--- src/rtl/uart_pkg.sv ---
// Shared types and constants for the multi-channel UART AXI4-Lite register front-end.
package uart_pkg;

    typedef enum logic [1:0] {
        RespOkay   = 2'b00,
        RespSlverr = 2'b10,
        RespDecerr = 2'b11
    } resp_e;

    localparam logic [1:0] RegData   = 2'd0;
    localparam logic [1:0] RegStatus = 2'd1;
    localparam logic [1:0] RegCtrl   = 2'd2;
    localparam logic [1:0] RegFlags  = 2'd3;

    localparam int unsigned FlagRxAvail = 0;
    localparam int unsigned FlagTxOvf   = 1;
    localparam int unsigned FlagRxOvf   = 2;
    localparam int unsigned FlagRxUdf   = 3;

    typedef enum logic [2:0] {
        WrIdle,
        WrHaveAw,
        WrHaveW,
        WrExec,
        WrTxWait,
        WrResp
    } wr_state_e;

    typedef enum logic {
        RdIdle,
        RdValid
    } rd_state_e;

endpackage

--- src/rtl/uart_chan_regs.sv ---
// Per-channel CTRL / FLAGS registers and the registered interrupt line.
module uart_chan_regs
    import uart_pkg::*;
(
    input  logic       clk,
    input  logic       rstn,
    input  logic       i_ctrl_we,
    input  logic       i_flags_we,
    input  logic [3:0] i_wdata,
    input  logic       i_rx_avail,
    input  logic       i_tx_overflow,
    input  logic       i_rx_overflow,
    input  logic       i_rx_underflow,
    output logic [3:0] o_ctrl,
    output logic [3:0] o_flags,
    output logic       o_irq
);

    logic [3:0] ctrl_q, ctrl_d;
    logic [3:0] sticky_q, sticky_d;
    logic       irq_q, irq_d;
    logic [3:0] set_vec;
    logic [3:0] clr_vec;

    always_comb begin
        set_vec              = '0;
        set_vec[FlagTxOvf]   = i_tx_overflow;
        set_vec[FlagRxOvf]   = i_rx_overflow;
        set_vec[FlagRxUdf]   = i_rx_underflow;
        clr_vec              = i_flags_we ? i_wdata : 4'b0000;

        ctrl_d = i_ctrl_we ? i_wdata : ctrl_q;
        // Set is applied after the clear so a same-cycle event survives W1C.
        sticky_d = ((sticky_q & ~clr_vec) | set_vec) & 4'b1110;

        o_flags              = sticky_q;
        o_flags[FlagRxAvail] = i_rx_avail;
        irq_d                = |(o_flags & ctrl_q);
    end

    always_ff @(posedge clk) begin
        if (!rstn) begin
            ctrl_q   <= '0;
            sticky_q <= '0;
            irq_q    <= 1'b0;
        end else begin
            ctrl_q   <= ctrl_d;
            sticky_q <= sticky_d;
            irq_q    <= irq_d;
        end
    end

    assign o_ctrl = ctrl_q;
    assign o_irq  = irq_q;

endmodule

--- src/rtl/uart_axil_mux.sv ---
// AXI4-Lite front-end for NCH UART channels: address decode, write/read FSMs, TX/RX stream muxing.
module uart_axil_mux
    import uart_pkg::*;
#(
    parameter int unsigned         NCH       = 4,
    parameter int unsigned         AXI_ALEN  = 32,
    parameter int unsigned         AXI_DLEN  = 32,
    parameter int unsigned         UART_DLEN = 8,
    parameter logic [AXI_ALEN-1:0] BASE_ADDR = '0
) (
    input  logic                     clk,
    input  logic                     rstn,
    input  logic                     i_axi_awvalid,
    input  logic [AXI_ALEN-1:0]      i_axi_awaddr,
    output logic                     o_axi_awready,
    input  logic                     i_axi_wvalid,
    input  logic [AXI_DLEN-1:0]      i_axi_wdata,
    input  logic [3:0]               i_axi_wstrb,
    output logic                     o_axi_wready,
    output logic                     o_axi_bvalid,
    output logic [1:0]               o_axi_bresp,
    input  logic                     i_axi_bready,
    input  logic                     i_axi_arvalid,
    input  logic [AXI_ALEN-1:0]      i_axi_araddr,
    output logic                     o_axi_arready,
    output logic                     o_axi_rvalid,
    output logic [AXI_DLEN-1:0]      o_axi_rdata,
    output logic [1:0]               o_axi_rresp,
    input  logic                     i_axi_rready,
    output logic [NCH-1:0]           o_txb_tvalid,
    input  logic [NCH-1:0]           i_txb_tready,
    output logic [NCH*UART_DLEN-1:0] o_txb_tdata,
    input  logic [NCH-1:0]           i_txb_overflow,
    input  logic [NCH-1:0]           i_rxb_tvalid,
    output logic [NCH-1:0]           o_rxb_tready,
    input  logic [NCH*UART_DLEN-1:0] i_rxb_tdata,
    input  logic [NCH-1:0]           i_rxb_overflow,
    input  logic [NCH-1:0]           i_rxb_underflow,
    output logic [NCH-1:0]           o_irq
);

    localparam logic [AXI_ALEN-1:0] Span = AXI_ALEN'(NCH * 16);

    function automatic logic dec_bad(input logic [AXI_ALEN-1:0] off);
        return (off >= Span) || (off[1:0] != 2'b00);
    endfunction

    wr_state_e wstate_q, wstate_d;
    rd_state_e rstate_q, rstate_d;
    logic [AXI_ALEN-1:0]  awaddr_q, awaddr_d;
    logic [UART_DLEN-1:0] wdata_q, wdata_d;
    logic                 wstrb0_q, wstrb0_d;
    resp_e                bresp_q, bresp_d;
    resp_e                rresp_q, rresp_d;
    logic [AXI_DLEN-1:0]  rdata_q, rdata_d;
    logic [UART_DLEN-1:0] txdata_q, txdata_d;
    logic [NCH-1:0]       pop_q, pop_d;
    // Holds all ready outputs low until the cycle after reset is released.
    logic                 rdy_en_q;

    logic [AXI_ALEN-1:0]  woff, roff;
    logic [1:0]           wreg, rreg;
    logic                 w_bad, r_bad;
    logic [NCH-1:0]       wsel, rsel;
    logic                 aw_hs, w_hs, ar_hs;
    logic                 tx_rdy_w;
    logic [NCH-1:0]       ctrl_we, flags_we;
    logic [3:0]           ch_ctrl  [NCH];
    logic [3:0]           ch_flags [NCH];
    logic                 r_rxv, r_txr;
    logic [UART_DLEN-1:0] r_rxd;
    logic [3:0]           r_ctrl, r_flags;

    assign woff  = awaddr_q - BASE_ADDR;
    assign roff  = i_axi_araddr - BASE_ADDR;
    assign wreg  = woff[3:2];
    assign rreg  = roff[3:2];
    assign w_bad = dec_bad(woff);
    assign r_bad = dec_bad(roff);

    assign o_axi_awready = rdy_en_q && (wstate_q == WrIdle || wstate_q == WrHaveW);
    assign o_axi_wready  = rdy_en_q && (wstate_q == WrIdle || wstate_q == WrHaveAw);
    assign o_axi_arready = rdy_en_q && (rstate_q == RdIdle);
    assign o_axi_bvalid  = (wstate_q == WrResp);
    assign o_axi_rvalid  = (rstate_q == RdValid);
    assign o_axi_bresp   = bresp_q;
    assign o_axi_rresp   = rresp_q;
    assign o_axi_rdata   = rdata_q;
    assign o_rxb_tready  = pop_q;

    assign aw_hs = i_axi_awvalid && o_axi_awready;
    assign w_hs  = i_axi_wvalid && o_axi_wready;
    assign ar_hs = i_axi_arvalid && o_axi_arready;

    // Channel selects and per-channel read/stream muxes.
    always_comb begin
        wsel    = '0;
        rsel    = '0;
        r_rxv   = 1'b0;
        r_txr   = 1'b0;
        r_rxd   = '0;
        r_ctrl  = '0;
        r_flags = '0;
        o_txb_tdata = '0;
        for (int c = 0; c < NCH; c++) begin
            wsel[c] = (woff[7:4] == 4'(c));
            rsel[c] = (roff[7:4] == 4'(c));
            o_txb_tdata[c*UART_DLEN +: UART_DLEN] = txdata_q;
            if (rsel[c]) begin
                r_rxv   = i_rxb_tvalid[c];
                r_txr   = i_txb_tready[c];
                r_rxd   = i_rxb_tdata[c*UART_DLEN +: UART_DLEN];
                r_ctrl  = ch_ctrl[c];
                r_flags = ch_flags[c];
            end
        end
        tx_rdy_w     = |(wsel & i_txb_tready);
        o_txb_tvalid = wsel & {NCH{wstate_q == WrTxWait}};
    end

    always_comb begin
        wstate_d = wstate_q;
        awaddr_d = awaddr_q;
        wdata_d  = wdata_q;
        wstrb0_d = wstrb0_q;
        bresp_d  = bresp_q;
        txdata_d = txdata_q;
        ctrl_we  = '0;
        flags_we = '0;
        if (aw_hs) awaddr_d = i_axi_awaddr;
        if (w_hs) begin
            wdata_d  = i_axi_wdata[UART_DLEN-1:0];
            wstrb0_d = i_axi_wstrb[0];
        end
        unique case (wstate_q)
            WrIdle: begin
                if (aw_hs && w_hs) wstate_d = WrExec;
                else if (aw_hs)    wstate_d = WrHaveAw;
                else if (w_hs)     wstate_d = WrHaveW;
            end
            WrHaveAw: if (w_hs)  wstate_d = WrExec;
            WrHaveW:  if (aw_hs) wstate_d = WrExec;
            WrExec: begin
                wstate_d = WrResp;
                bresp_d  = RespOkay;
                if (w_bad) begin
                    bresp_d = RespDecerr;
                end else begin
                    unique case (wreg)
                        RegData: begin
                            if (wstrb0_q) begin
                                txdata_d = wdata_q;
                                wstate_d = WrTxWait;
                            end else begin
                                bresp_d = RespSlverr;
                            end
                        end
                        RegStatus: bresp_d  = RespSlverr;
                        RegCtrl:   ctrl_we  = wsel & {NCH{wstrb0_q}};
                        RegFlags:  flags_we = wsel & {NCH{wstrb0_q}};
                        default: ;
                    endcase
                end
            end
            WrTxWait: if (tx_rdy_w)     wstate_d = WrResp;
            WrResp:   if (i_axi_bready) wstate_d = WrIdle;
            default:  wstate_d = WrIdle;
        endcase
    end

    always_comb begin
        rstate_d = rstate_q;
        rdata_d  = rdata_q;
        rresp_d  = rresp_q;
        pop_d    = '0;
        unique case (rstate_q)
            RdIdle: begin
                if (ar_hs) begin
                    rstate_d = RdValid;
                    rresp_d  = RespOkay;
                    rdata_d  = '0;
                    if (r_bad) begin
                        rresp_d = RespDecerr;
                    end else begin
                        unique case (rreg)
                            RegData: begin
                                if (r_rxv) begin
                                    rdata_d = AXI_DLEN'(r_rxd);
                                    pop_d   = rsel;
                                end else begin
                                    rresp_d = RespSlverr;
                                end
                            end
                            RegStatus: rdata_d = AXI_DLEN'({r_rxv, r_txr});
                            RegCtrl:   rdata_d = AXI_DLEN'(r_ctrl);
                            RegFlags:  rdata_d = AXI_DLEN'(r_flags);
                            default: ;
                        endcase
                    end
                end
            end
            RdValid: if (i_axi_rready) rstate_d = RdIdle;
            default: rstate_d = RdIdle;
        endcase
    end

    always_ff @(posedge clk) begin
        if (!rstn) begin
            wstate_q <= WrIdle;
            rstate_q <= RdIdle;
            awaddr_q <= '0;
            wdata_q  <= '0;
            wstrb0_q <= 1'b0;
            bresp_q  <= RespOkay;
            rresp_q  <= RespOkay;
            rdata_q  <= '0;
            txdata_q <= '0;
            pop_q    <= '0;
            rdy_en_q <= 1'b0;
        end else begin
            wstate_q <= wstate_d;
            rstate_q <= rstate_d;
            awaddr_q <= awaddr_d;
            wdata_q  <= wdata_d;
            wstrb0_q <= wstrb0_d;
            bresp_q  <= bresp_d;
            rresp_q  <= rresp_d;
            rdata_q  <= rdata_d;
            txdata_q <= txdata_d;
            pop_q    <= pop_d;
            rdy_en_q <= 1'b1;
        end
    end

    for (genvar c = 0; c < NCH; c++) begin : g_chan
        uart_chan_regs u_regs (
            .clk            (clk),
            .rstn           (rstn),
            .i_ctrl_we      (ctrl_we[c]),
            .i_flags_we     (flags_we[c]),
            .i_wdata        (wdata_q[3:0]),
            .i_rx_avail     (i_rxb_tvalid[c]),
            .i_tx_overflow  (i_txb_overflow[c]),
            .i_rx_overflow  (i_rxb_overflow[c]),
            .i_rx_underflow (i_rxb_underflow[c]),
            .o_ctrl         (ch_ctrl[c]),
            .o_flags        (ch_flags[c]),
            .o_irq          (o_irq[c])
        );
    end

    logic unused_ok;
    assign unused_ok = ^{i_axi_wdata[AXI_DLEN-1:UART_DLEN], i_axi_wstrb[3:1]};

endmodule
--- config.mk ---
export PLATFORM = sky130hd
export DESIGN_NAME = uart_axil_mux
export DESIGN_NICKNAME = d
export VERILOG_FILES = /design/src/rtl/uart_pkg.sv /design/src/rtl/uart_chan_regs.sv /design/src/rtl/uart_axil_mux.sv
export SDC_FILE = /design/constraint.sdc
export NUM_CORES = 1
export LEC_CHECK = 0
export BUFFER_PORTS_ARGS = -buffer_cell sky130_fd_sc_hd__buf_2
export CAP_MARGIN = 10
export CORE_MARGIN = 3
export CORE_UTILIZATION = 40
export CTS_CLUSTER_SIZE = 24
export DETAILED_ROUTE_END_ITERATION = 7
export GPL_ROUTABILITY_DRIVEN = 0
export MAX_ROUTING_LAYER = met4
export PLACE_DENSITY = 0.69
export SETUP_SLACK_MARGIN = 0.1
export SYNTH_ARGS = -nofsm -noshare
export SYNTH_HDL_FRONTEND = slang
export SYNTH_HIERARCHICAL = 1
export SYNTH_SLANG_ARGS = --single-unit
--- constraint.sdc ---
create_clock -name clk -period 2.5 [get_ports clk]
set_clock_uncertainty 0.2 [all_clocks]
set_input_delay 0.5 -clock clk [delete_from_list [all_inputs] [get_ports clk]]
set_output_delay 0.5 -clock clk [all_outputs]
set_load 0.1 [all_outputs]
==> run metrics <==
gr ovfl total=0; synth unique cells=47; final wirelength=13.7 mm; share of layout cells above drive strength 1=36.2%; core area=12,300 um2; post-route cell area=6320 um2; CTS tree=yes; crit path buf inv count=2; Core Rows=40; unrepaired setup endpoints after global routing=true; total power=4000 uW; Post-CTS Hold Buffers=0; Post-DRT Antenna Nets=0; R2R depth=8; Tot GR Track Use=19.2%; Static Leak=~0.0027 uW; Post-route DRC=0; WL/cell=14.8 um; First-pass DRT Iterations=5; Filler Cell Count=1,158; Die Width=119 um; final setup vio count=0; Port Buf Inserts=roughly 190; Total Nets Final=913; via count=4,672; CP max FO=8; Final Hold Vio Count=0; Synth Cell Area=5100 um2; area grow syn2layout=24.0%; hold path depth=2; die height=119 um; clk buf depth=2; vias per cell=5.04; Max VDD drop=0.000490 V; Worst setup EP type=output pin; crit path kind=reg2out; Pwr Density=632 nW/um2; first-pass GRT wire length=21.9 mm; CP max-delay cell=dfxtp_1; number of synthesized flops with an enable pin=0; ys async rst share=0%; run status=finished, final reports clean; register area=2040 um2; Synth Instances=592; Most common cell on crit path=nor2_1; relative slew slack=roughly three fifths; Most used DFF post-synth=dfxtp_1; Critical Path Stages=5; max incr delay on CP=0.32 ns; max_cap viols=0; Peak Freq=0.434 GHz; hold path start=i_rxb_underflow[0]; Initial Util=a little over two fifths; CTS H-tree depth=3; TritonCTS Buffers=9; Tmin final=2.30 ns; worst reg2reg path startpoint=awaddr_q[21]; largest net degree at the start of global routing=55; synth warn=6; area of the multi-input gates=2620 um2; Seq/Total Area, Yosys=40.0%; final max-slew violation count=0; most frequent cells in the layout=187 x buf_2, 109 x nand2_1, 102 x dfxtp_1, 50 x a21oi_1, 24 x conb_1; clk slew on worst S/H paths=~0.080 ns; clk root buf=clkbuf_16; CP Launch Type=flip-flop; fin crit share=92.2%; die area=14,100 um2; drt initial violations=311; Cell Chain, Critical Path=buf_4 > nor2_1 > nand2_1 > nor2_1 > buf_6; CP startpoint=wstate_q[1]; clk_lat worst skew=0.35 ns; Post-Syn Area per Cell=around 8.6 um2; CP arrival=1.60 ns; Hold Path Class=in2reg; Antenna Cells=0; vias in the first global route=4,581; Synth Register Bits=just over 100; commonest non-fill, non-tap cell in the layout=buf_2; post-placement cell area=5950 um2; crit-path leading delay family=simple AND/OR/NAND/NOR gates; CP required=1.80 ns; worst slew pin tran=0.579 ns; # clock sinks=102; initial antenna violation count=0; IO Pins=about 240; DP HPWL=~11 mm
==> metrics by stage <==
step                      setup WS, ns  hold slack (ns)  utilization, %  cells  TNS [ns]
after global placement           0.179            0.234            48.6    909         0
after detailed placement        0.0821            0.238            48.6    909         0
after global routing            0.0770            0.159            51.6    927         0
after CTS                        0.116            0.159            51.2    925         0
after floorplan                 -0.196            0.236               -    615    -0.589
final                            0.195            0.167            51.6    927         0
==> worst register-to-register path: stages, from the launching register on <==
cell and delay (ns):
dfxtp_1 0.32, nor4_1 0.30, nand3_1 0.19, nor3_2 0.26
nand4_1 0.12, buf_4 0.17, nor2_2 0.15, a21boi_0 0.13
o21a_1 0.21
==> report_power, final <==
group | switching (uW) | internal [uW] | total (uW)
combinational | 548 | 267 | 815
sequential | 70.0 | 1700 | 1770
clock | 697 | 719 | 1420
==> registers in the layout, summed over array words and instances (netlist names), 3 cells and up <==
register                flops
awaddr_q                   32
txdata_q                    8
g_chan.u_regs/o_ctrl       16
wstate_q                    3
o_axi_rdata                 8
wdata_q                     8
o_rxb_tready                4
g_chan.u_regs/sticky_q     12
g_chan.u_regs/o_irq         4
==> path summary, 6_finish.rpt <==
path,end,slack [ns]
max reg2reg,g_chan[1].u_regs/sticky_q[1],0.32
min reg2reg,o_axi_rdata[7],0.25
max,o_txb_tvalid[2],0.20
min,g_chan[0].u_regs/sticky_q[3],0.17
==> layer usage <==
layer | share of wire [%] | up-vias | GRT usage (%)
met4 | 1.5 | 0 | 5.87
met2 | 50 | 160 | 32.4
met5 | 0 | - | -
li1 | - | 2338 | -
met1 | 44 | 2162 | 24.1
met3 | 5.0 | 12 | 2.56
==> logic make-up (layout without fill, tap and decap cells) <==
family                 after synthesis  in the layout  synth area share, %
muxes                               40             40                 9.96
and+or+nand+nor                    224            224                 22.3
buffers and inverters               90            234                 11.5
AOI/OAI and AO/OA                  135            135                 16.1
other                                1             24               0.0735
DFF                                102            102                 40.0
==> area by class of cell <==
| cell class | instances | area share (%) |
|---|---|---|
| clock inverters | 7 | 1.25 |
| clock buffers | 9 | 3.56 |
| flip-flops and latches | 102 | 32.3 |
| inverters | 7 | 0.415 |
| well taps | 168 | 3.32 |
| repair buffers | 211 | 17.8 |
| multi-input cells | 423 | 41.3 |
==> repair_timing <==
item	CTS	global route
buffers inserted	0	2
pin swaps	0	3
gates cloned	0	0
gates resized for setup	5	10
endpoints found under the setup margin	6	32
==> cells in the mapped netlist, drive strengths merged, types with 8 or more instances <==
library cell,count,area (um2)
nor2b,21,131
buf,66,498
a21boi,16,120
dfxtp,102,2040
clkbuf,17,63.8
o21ai,28,140
a21oi,50,250
nor2,26,97.6
o21a,12,90.1
mux2,16,180
nand2,109,409
nand3,14,70.1
mux2i,17,170
o22ai,8,50.1
a22oi,11,82.6
nor4,21,168
(Power assumes the default switching activity.)
